<file path="src/rtl/muldiv_seq_if.sv">
// muldiv_seq_if: issue/status bundle between the pipeline and the HI/LO multiply/divide sequencer.
interface muldiv_seq_if;
    logic       start;
    logic [1:0] op;
    logic       flush;
    logic       d_hilo;
    logic       busy;
    logic       stall_md;
    logic [1:0] op_q;
    logic       load;
    logic       hilo_we;
    logic       err_start;
    modport master (output start, op, flush, d_hilo,
                    input  busy, stall_md, op_q, load, hilo_we, err_start);
    modport slave  (input  start, op, flush, d_hilo,
                    output busy, stall_md, op_q, load, hilo_we, err_start);
endinterface

</file>
<file path="src/rtl/muldiv_seq.sv">
// muldiv_seq: counts MULT/DIV latency, strobes operand load and HI/LO write-back, raises the HI/LO hazard stall.
module muldiv_seq #(
    parameter int MUL_CYCLES = 5,
    parameter int DIV_CYCLES = 10,
    parameter int CNT_W      = 4
) (
    input  logic          clk,
    input  logic          rst_n,
    muldiv_seq_if.slave   bus
);
    localparam logic [0:0]       IDLE   = 1'b0;
    localparam logic [0:0]       RUN    = 1'b1;
    localparam logic [CNT_W-1:0] MUL_LD = CNT_W'(MUL_CYCLES - 1);
    localparam logic [CNT_W-1:0] DIV_LD = CNT_W'(DIV_CYCLES - 1);
    logic [0:0]       state_q, state_d;
    logic [CNT_W-1:0] cnt_q, cnt_d;
    logic [1:0]       op_lat_q, op_lat_d;
    logic             load_q, load_d;
    logic             we_q, we_d;
    logic             err_q, err_d;
    always_comb begin
        state_d  = state_q;
        cnt_d    = cnt_q;
        op_lat_d = op_lat_q;
        load_d   = 1'b0;
        we_d     = 1'b0;
        err_d    = err_q | (bus.start & (state_q == RUN));
        if (bus.flush) begin
            state_d = IDLE;
            cnt_d   = '0;
        end else if (state_q == IDLE) begin
            if (bus.start) begin
                state_d  = RUN;
                op_lat_d = bus.op;
                cnt_d    = bus.op[1] ? DIV_LD : MUL_LD;
                load_d   = 1'b1;
            end
        end else if (cnt_q == '0) begin
            state_d = IDLE;
            we_d    = 1'b1;
        end else begin
            cnt_d = cnt_q - CNT_W'(1);
        end
    end
    always_ff @(posedge clk or negedge rst_n) begin
        if (!rst_n) begin
            state_q  <= IDLE;
            cnt_q    <= '0;
            op_lat_q <= 2'b00;
            load_q   <= 1'b0;
            we_q     <= 1'b0;
            err_q    <= 1'b0;
        end else begin
            state_q  <= state_d;
            cnt_q    <= cnt_d;
            op_lat_q <= op_lat_d;
            load_q   <= load_d;
            we_q     <= we_d;
            err_q    <= err_d;
        end
    end
    // An op waiting in E (start, not flushed) already blocks the D-stage HI/LO user.
    assign bus.stall_md  = bus.d_hilo & ((state_q == RUN) | (bus.start & ~bus.flush));
    assign bus.busy      = (state_q == RUN);
    assign bus.op_q      = op_lat_q;
    assign bus.load      = load_q;
    assign bus.hilo_we   = we_q;
    assign bus.err_start = err_q;
endmodule

</file>
<file path="src/flat_wrapper.sv">
// flat-port wrapper written by rule: the top's interface ports become plain ports
module muldiv_seq_flat 
#(
    parameter int MUL_CYCLES = 5,
    parameter int DIV_CYCLES = 10,
    parameter int CNT_W      = 4
)
  (clk, rst_n, bus_start, bus_op, bus_flush, bus_d_hilo, bus_busy, bus_stall_md, bus_op_q, bus_load, bus_hilo_we, bus_err_start);
  muldiv_seq_if bus_i ();
  input  logic clk;
  input  logic rst_n;
  input wire logic [$bits(bus_i.start)-1:0] bus_start;
  input wire logic [$bits(bus_i.op)-1:0] bus_op;
  input wire logic [$bits(bus_i.flush)-1:0] bus_flush;
  input wire logic [$bits(bus_i.d_hilo)-1:0] bus_d_hilo;
  output wire logic [$bits(bus_i.busy)-1:0] bus_busy;
  output wire logic [$bits(bus_i.stall_md)-1:0] bus_stall_md;
  output wire logic [$bits(bus_i.op_q)-1:0] bus_op_q;
  output wire logic [$bits(bus_i.load)-1:0] bus_load;
  output wire logic [$bits(bus_i.hilo_we)-1:0] bus_hilo_we;
  output wire logic [$bits(bus_i.err_start)-1:0] bus_err_start;
  assign bus_i.start = bus_start;
  assign bus_i.op = bus_op;
  assign bus_i.flush = bus_flush;
  assign bus_i.d_hilo = bus_d_hilo;
  assign bus_busy = bus_i.busy;
  assign bus_stall_md = bus_i.stall_md;
  assign bus_op_q = bus_i.op_q;
  assign bus_load = bus_i.load;
  assign bus_hilo_we = bus_i.hilo_we;
  assign bus_err_start = bus_i.err_start;
  muldiv_seq #(.MUL_CYCLES(MUL_CYCLES), .DIV_CYCLES(DIV_CYCLES), .CNT_W(CNT_W)) u_core (.clk(clk), .rst_n(rst_n), .bus(bus_i));
endmodule
</file>
<file path="config.mk">
export PLATFORM = sky130hd
export DESIGN_NAME = muldiv_seq_flat
export DESIGN_NICKNAME = d
export VERILOG_FILES = /design/src/rtl/muldiv_seq_if.sv /design/src/rtl/muldiv_seq.sv /design/src/flat_wrapper.sv
export SDC_FILE = /design/constraint.sdc
export NUM_CORES = 1
export LEC_CHECK = 0
export ABC_CLOCK_PERIOD_IN_PS = 2200
export CAP_MARGIN = 25
export CORE_AREA = 8 8 45 47
export DETAILED_ROUTE_END_ITERATION = 16
export DIE_AREA = 0 0 53 55
export GPL_TIMING_DRIVEN = 0
export HOLD_SLACK_MARGIN = 0.1
export PLACE_DENSITY = 0.66
export SLEW_MARGIN = 20
export SYNTH_ARGS = -nofsm -noshare
export SYNTH_HDL_FRONTEND = slang
export SYNTH_SLANG_ARGS = --single-unit
</file>
<file path="constraint.sdc">
create_clock -name clk -period 2.2 [get_ports clk]
set_clock_uncertainty 0.2 [all_clocks]
set_input_delay 0.22 -clock clk [delete_from_list [all_inputs] [get_ports clk]]
set_output_delay 0.22 -clock clk [all_outputs]
set_load 0.05 [all_outputs]
</file>
# After elaboration in Yosys (flattened, before gate mapping)
# Cells that the tools add are included.
[word_totals]
reg_bits = 10
[classes]
addsub = 1
n_eq_ne = 1
mux = 14
n_bitwise = 7
reduce_logical = 4
[ops]
columns = ["op", "n"]
rows = [
  ["4-bit 2-to-1 mux", 5],
  ["1-bit 2-to-1 mux", 9],
  ["4-bit zero test", 1],
  ["4-bit by 1-bit subtractor with 4-bit output, second input constant", 1],
  ["1-bit AND", 3],
  ["3-bit inequality test, second input constant", 1],
  ["3-bit AND reduction", 1],
  ["3-bit nonzero test", 1],
  ["1-bit NOT", 2],
  ["1-bit OR", 2],
  ["2-bit AND reduction", 1],
]

# Logic depth before layout (Yosys ltp)
# Gate-level depths: netlist (run 1).
[logic_depth]
word_depth = 4
ltp_mapped = 5
depth_no_buf = 5

# Least setup slack after synthesis (run 1)
# No wires, ideal clock.
[synth_timing]
kind = "reg2reg"
startpoint = "reg u_core.state_q, in the netlist u_core.bus.busy"
endpoint = "reg u_core.cnt_q[3]"
arrival_time_ns = 1.597
path_slack_ns = 0.304
path_stages_with_launch = 4
path_cell_list = "dfrtp_1 and4bb_4 or4_1 a311oi_1"
[synth_between]
elab_chain_len = 2
[synth_rtl]
columns = ["element", "line_no", "text"]
rows = [
  ["start: declaration", "muldiv_seq.sv:15", "logic [0:0] state_q, state_d;"],
  ["start signal: assignment", "muldiv_seq.sv:54", "state_q <= state_d;"],
  ["3-bit inequality test (no line), or another cell as far along", "--", ""],
  ["2-bit AND reduction (no line) or 4-bit 2-to-1 mux (tied branches)", "--", ""],
  ["end signal: assignment", "muldiv_seq.sv:55", "cnt_q <= cnt_d;"],
  ["end: declaration", "muldiv_seq.sv:16", "logic [CNT_W-1:0] cnt_q, cnt_d;"],
]
# Several ways; a longest one is shown, not always the timed one.
# A chain may end at the register's enable or synchronous reset.

# Worst setup path after layout (run 1)
[layout_timing]
startpoint = "reg u_core.cnt_q[0]"
endpoint = "reg u_core.cnt_q[3]"
[layout_between]
elab_chain_len = 4
[layout_rtl]
columns = ["element", "line_no", "text"]
rows = [
  ["4-bit by 1-bit subtractor with 4-bit output", "muldiv_seq.sv:42", "cnt_d = cnt_q - CNT_W'(1);"],
  ["4-bit 2-to-1 mux", "muldiv_seq.sv:38", "end else if (cnt_q == '0) begin"],
  ["4-bit 2-to-1 mux", "muldiv_seq.sv:31", "end else if (state_q == IDLE) begin"],
  ["4-bit 2-to-1 mux", "muldiv_seq.sv:28", "if (bus.flush) begin"],
]
# Several ways; a longest one is shown, not always the timed one. The select of a mux whose other input is x is not followed.

==> reports/qor.txt, run 1 <==
Hold Violations, Final: 0
outcome: finished clean
largest net degree at the start of global routing: 11
CP Max Fanout: 5
initial antenna violation count: 0
die width: 53 microns
drt drc: 0
Mapped Nets: 54
Largest stage delay, worst path: 0.50 ns
DR pass1 iterations: 3
IO Pins: 14
CP arrival: 1.92 ns
post-route minimum period: 1.95 ns
Root Buffer: clkbuf_4
LEAKAGE: 0.000286 uW
CP Data Required Time: 2.17 ns
capturing element type of the critical path: flop
dominant synthesized flop cell: dfrtp_1
fraction of registers with async set/reset: 100%
Placer Congestion: 0.764
Max transition margin: 65.0%
Inst Count DP: 74
Core Area: 1380 sq um
Longest Clk Path Bufs: 2
pre-CTS WS: -0.200 ns
Worst Tran Pin Value: 0.524 ns
post-synthesis cell count: 45
FF+latch count, synth: 10
Tot GR Track Use: 9.31%
Slowest-stage cell, CP: or4_1
diode count: 0
share of cells above drive strength 1: 14.5%
Final HPWL DP: 902 microns
vias in the first global route: 420
Power Internal: 351 uW
PwrDens: 797 nW/um^2
# clock sinks: 10
routed len/inst: 15.0 microns
cell row count: 14
chip height: 55 microns
final worst-path cycle share: 88.5%
pins over their slew limit: 0
H-Tree Depth: 1
peak supply drop: 405 uV
Reg power frac: 41.1%
drt via density: 5.28
vias: 412
Clk network pwr share: 23.8%
sequential cell area fraction in the yosys report: 49.6%
total CTS buffers: 3
Synthesis Warnings: 0
gr ovfl total: 0
Worst Slack Setup Final: 0.253 ns
mapped cell area: 504 sq um
die area: 2920 sq um
CTS tree: built
Filler cells: 124
Comb pwr share: 35.1%
total power: 544 uW
max_cap viols: 0
Storage cell area: 250 sq um
Worst-path clk slew: 0.07 ns
Syn-to-layout area delta: 35.2%
port bufs: 13
CP Launch Type: flop
WL final: 1170 microns
Iter 0 DRT Violations: 11
Post-Layout Cell Count: 78
Tightest Hold Check Type: reg -> reg
final setup fails: 0
RSZ-0062 raised after global routing: false
Clock Latency Late Sink: 0.27 ns
number of flops mapped to enable cells by yosys: 0
Antenna Nets Post-Route: 0
Sw Ratio: 35.4%
P_sw: 192 uW
global-route wire length before repair: 1890 microns
CP Class: reg -> reg
syn avg cell area: 11.2 sq um
distinct cell type count after synthesis: 27
cell chain of the critical path: inv_1 -> ha_1 -> and4bb_4 -> or4_1 -> a311oi_1
Starting Density: 36.4%
area of the multi-input gates: 235 sq um
crit-path leading delay family: simple AND/OR/NAND/NOR gates
Crit path buffers/inverters: 1
f_max: 514 MHz
Final #Nets: 73
## per-layer routing
metal / global-route usage [%] / up-vias / part of all wire (%) / wire [microns]
met1: 9.02 / 205 / 43 / 503
met2: 15.8 / 6 / 53 / 620
met5: 0 / - / 0 / 0
met4: 6.47 / 0 / 0.77 / 9
met3: 4.01 / 2 / 3.0 / 35
li1: - / 199 / - / -
## through the flow
stage,TNS (ns),instance area (sq um),util [%],hold WS [ns]
after floorplan,0,504,-,-0.276
after global placement,-0.172,654,47.3,0.248
after detailed placement,-0.200,654,47.3,0.247
after CTS,0,687,49.6,0.261
after global routing,0,682,49.3,0.284
final,0,682,49.3,0.258
## state kept, by name, indices dropped and copies added, names as in the netlist
name	flops
u_core.cnt_q	4
u_core.bus.op_q	2
u_core.bus.busy	1
u_core.bus.err_start	1
u_core.bus.hilo_we	1
u_core.bus.load	1
## cells by family after synthesis
logic type / after synthesis / synth area share (%)
compound gates: 10 / 15.4
fa+ha+maj: 2 / 4.96
buf+inv: 5 / 3.72
flops: 10 / 49.6
mux: 3 / 6.45
simple gates: 15 / 19.9
## Yosys cell counts, drive strengths merged (2+ instances only)
cell / instances / share of area (%)
nor2: 2 / 1.5
mux2: 2 / 4.5
nor2b: 3 / 3.7
inv: 4 / 3.0
ha: 2 / 5.0
or3: 2 / 2.5
dfrtp: 10 / 50
## final cells by class
type	count	area share, %
inverter	4	2.20
tap	16	2.94
timing repair buffer	14	19.8
buffer	1	0.550
clock buffer	3	3.30
sequential	10	36.7
multi-input combinational	30	34.5
## worst register-to-register path, cell delays in order (launching register included)
cell and delay (ns):
dfrtp_1 0.39, inv_1 0.08, ha_1 0.20, and4bb_4 0.22, or4_1 0.50, a311oi_1 0.27
## path summary, 6_finish.rpt
path / from / to / slack [ns] / depth (start not counted)
worst max-delay path: u_core.cnt_q[0]$_DFFE_PN0P_ / u_core.cnt_q[3]$_DFFE_PN0P_ / 0.25 / 5
worst min-delay path: u_core.bus.err_start$_DFF_PN0_ / u_core.bus.err_start$_DFF_PN0_ / 0.26 / 1
worst max register to register: u_core.cnt_q[0]$_DFFE_PN0P_ / u_core.cnt_q[3]$_DFFE_PN0P_ / 0.25 / 5
worst min register to register: u_core.bus.err_start$_DFF_PN0_ / u_core.bus.err_start$_DFF_PN0_ / 0.26 / 1
max in group asynchronous: rst_n / u_core.bus.load$_DFF_PN0_ / 0.86 / 2
min in group asynchronous: rst_n / u_core.cnt_q[1]$_DFFE_PN0P_ / 0.61 / 2
## placed cells by master, fill, tap and decap left out, types with 2 or more instances in the layout
cell type / netlist / layout
nor2_1: 2 / 2
inv_1: 4 / 4
nor2b_1: 3 / 3
mux2_2: 2 / 2
ha_1: 2 / 2
or3_1: 2 / 2
dfrtp_1: 10 / 10
clkdlybuf4s50_1: 0 / 12
clkbuf_4: 0 / 3
## power by group through the flow
stage | logic [uW] | clock network (uW) | registers [uW]
6_report | 191 | 129 | 223
4_1_cts | 193 | 130 | 223
2_1_floorplan | 83.7 | 0 | 268
3_5_place_dp | 192 | 0 | 227
3_3_place_gp | 191 | 0 | 225
5_1_grt | 204 | 141 | 226
## timing repair
item,CTS,global route
hold buffers,1,0
resized for setup,2,1
buffers inserted,0,0
endpoints found under the setup margin,1,1
hold endpoints to repair,10,0
Power figures use the tool's default switching activity.
==> inputs of run 2 (changes only) <==
- CORE_AREA: 8 8 45 47 -> 2 2 39 41
- DIE_AREA: 0 0 53 55 -> 0 0 41 43
==> run 2 against run 1 <==
Total power is 8.0% higher. Count of clock-buffer cells in the layout grew 1. Core utilization grew 1.4 points. Sequential cell count unchanged. Design area grew 2.9%. Combinational power barely moved. Register-to-register slack hardly changed. Cell count rose by 1.3%. Non-clock buffer count unchanged. Critical endpoint is now bus_stall_md.
==> reports/qor.txt, run 2 (synthesis gave the netlist of run 1 again) <==
outcome: finished clean
DR pass1 iterations: 2
Iter 0 DRT Violations: 1
RSZ-0062 raised after global routing: false
post-route minimum period: 2.07 ns
LEAKAGE: 0.000296 uW
Min Hold Slack: 0.259 ns
Post-DP Area: 654 sq um
gr ovfl total: 0
total power: 587 uW
Reg power frac: 38.0%
f_max: 483 MHz
WL final: 1040 microns
vias: 397
Sw Ratio: 33.7%
die width: 41 microns
total CTS buffers: 3
CP Class: in -> out
Antenna Nets Post-Route: 0
Longest Clk Path Bufs: 2
largest net degree at the start of global routing: 11
routed len/inst: 13.1 microns
die area: 1760 sq um
P_sw: 198 uW
Syn-to-layout area delta: 39.2%
vias in the first global route: 402
final setup fails: 0
CP Launch Type: input port
drt drc: 0
Design Area, Final: 702 sq um
cell chain of the critical path: clkdlybuf4s50_1 -> nor2b_1 -> o21a_1 -> clkdlybuf4s15_1
met2 Track Usage GR: 20.3%
Core Area: 1380 sq um
Clock Latency Late Sink: 0.27 ns
PwrDens: 837 nW/um^2
grt met3 use: 1.57%
Most Crowded Layer GR: met2
grt met1 use: 18.5%
worst reg2reg path endpoint: u_core.cnt_q[3]$_DFFE_PN0P_
Worst Hold Depth: 1
Final #Nets: 73
Starting Density: 36.4%
worst hold path startpoint: u_core.bus.err_start$_DFF_PN0_
initial antenna violation count: 0
peak supply drop: 321 uV
Final HPWL DP: 775 microns
Root Buffer: clkbuf_4
IO Pins: 14
diode count: 0
cell row count: 14
pre-CTS WS: -0.198 ns
Hold Violations, Final: 0
Reg2Reg Depth: 5
global-route wire length before repair: 1650 microns
Filler cells: 136
Worst Tran Pin Value: 0.501 ns
capturing element type of the critical path: output port
share of cells above drive strength 1: 15.9%
commonest cells after routing, fill and taps aside: clkdlybuf4s50_1, dfrtp_1, inv_1
Worst-path clk slew: 0.08 ns
Power Internal: 389 uW
drt via density: 5.03
commonest non-fill, non-tap cell in the layout: clkdlybuf4s50_1
Top reg by flops: u_core.cnt_q
Slowest-stage cell, CP: clkdlybuf4s50_1
Worst Slack Setup Final: 0.128 ns
CP arrival: 1.65 ns
Crit Reg-Reg Startpoint: u_core.cnt_q[0]$_DFFE_PN0P_
CP Max Fanout: 7
Tot GR Track Use: 13.8%
pins over their slew limit: 0
Comb pwr share: 32.3%
Tightest Hold Check Type: reg -> reg
H-Tree Depth: 1
Placer Congestion: 0.741
Setup TNS: 0 ns
Hold Path End: u_core.bus.err_start$_DFF_PN0_
Largest stage delay, worst path: 0.61 ns
Clk network pwr share: 29.7%
CTS tree: built
CP Data Required Time: 1.78 ns
# clock sinks: 10
Largest register FFs: 4
max_cap viols: 0
number of post-CTS setup repair buffers: 0
port bufs: 13
chip height: 43 microns
reg2reg setup slack: 0.26 ns
final worst-path cycle share: 94.2%
Max transition margin: 66.5%
## run 2: cell type report
class | count | area [sq um] | area share, %
clock buffers | 4 | 36.3 | 5.17
inverters | 4 | 15.0 | 2.14
multi-input cells | 30 | 235 | 33.5
flip-flops and latches | 10 | 250 | 35.7
well taps | 16 | 20.0 | 2.85
plain buffers | 1 | 5.00 | 0.713
repair buffers | 14 | 140 | 20.0
## run 2: metrics by stage
step,std cells,utilization [%]
global placement,74,47.3
floorplan,45,-
global route,79,50.7
finish,79,50.7
detailed placement,74,47.3
CTS,79,50.5
## run 2: how the worst max path moves through the flow
stage                              start                          end  slack, ns  depth (start not counted)
6_report                       bus_start                 bus_stall_md       0.13                          4
3_5_place_dp                   bus_start                 bus_stall_md      -0.20                          4
5_1_grt                        bus_start                 bus_stall_md       0.06                          4
3_3_place_gp                   bus_start                 bus_stall_md      -0.18                          4
4_1_cts        u_core.bus.busy$_DFF_PN0_                 bus_stall_md       0.02                          3
2_1_floorplan  u_core.bus.busy$_DFF_PN0_  u_core.cnt_q[3]$_DFFE_PN0P_       0.30                          3
## run 2: power by group through the flow
stage / Clock, uW / Combinational, uW / Sequential (uW)
2_1_floorplan: 0 / 83.7 / 268
3_3_place_gp: 0 / 190 / 226
3_5_place_dp: 0 / 189 / 227
4_1_cts: 176 / 190 / 223
5_1_grt: 183 / 205 / 226
6_report: 174 / 189 / 223
## run 2: critical path: cells and delay by family
family                 cells  cell delay (ns)
AO/OA/AOI/OAI              1             0.12
buffers and inverters      2             1.11
AND/OR/NAND/NOR            1             0.20
## run 2: timing repair
| action | in CTS | in global routing |
|---|---|---|
| endpoints found under the hold margin | 10 | 0 |
| cloned | 0 | 0 |
| endpoints found under the setup margin | 1 | 1 |
| resized for setup | 1 | 3 |
| hold buffers | 1 | 0 |
## run 2: per-layer routing
metal / vias to the layer above / share of wire [%]
li1: 201 / -
met1: 189 / 47
met2: 5 / 50
met3: 2 / 1.2
met4: 0 / 1.4
met5: - / 0
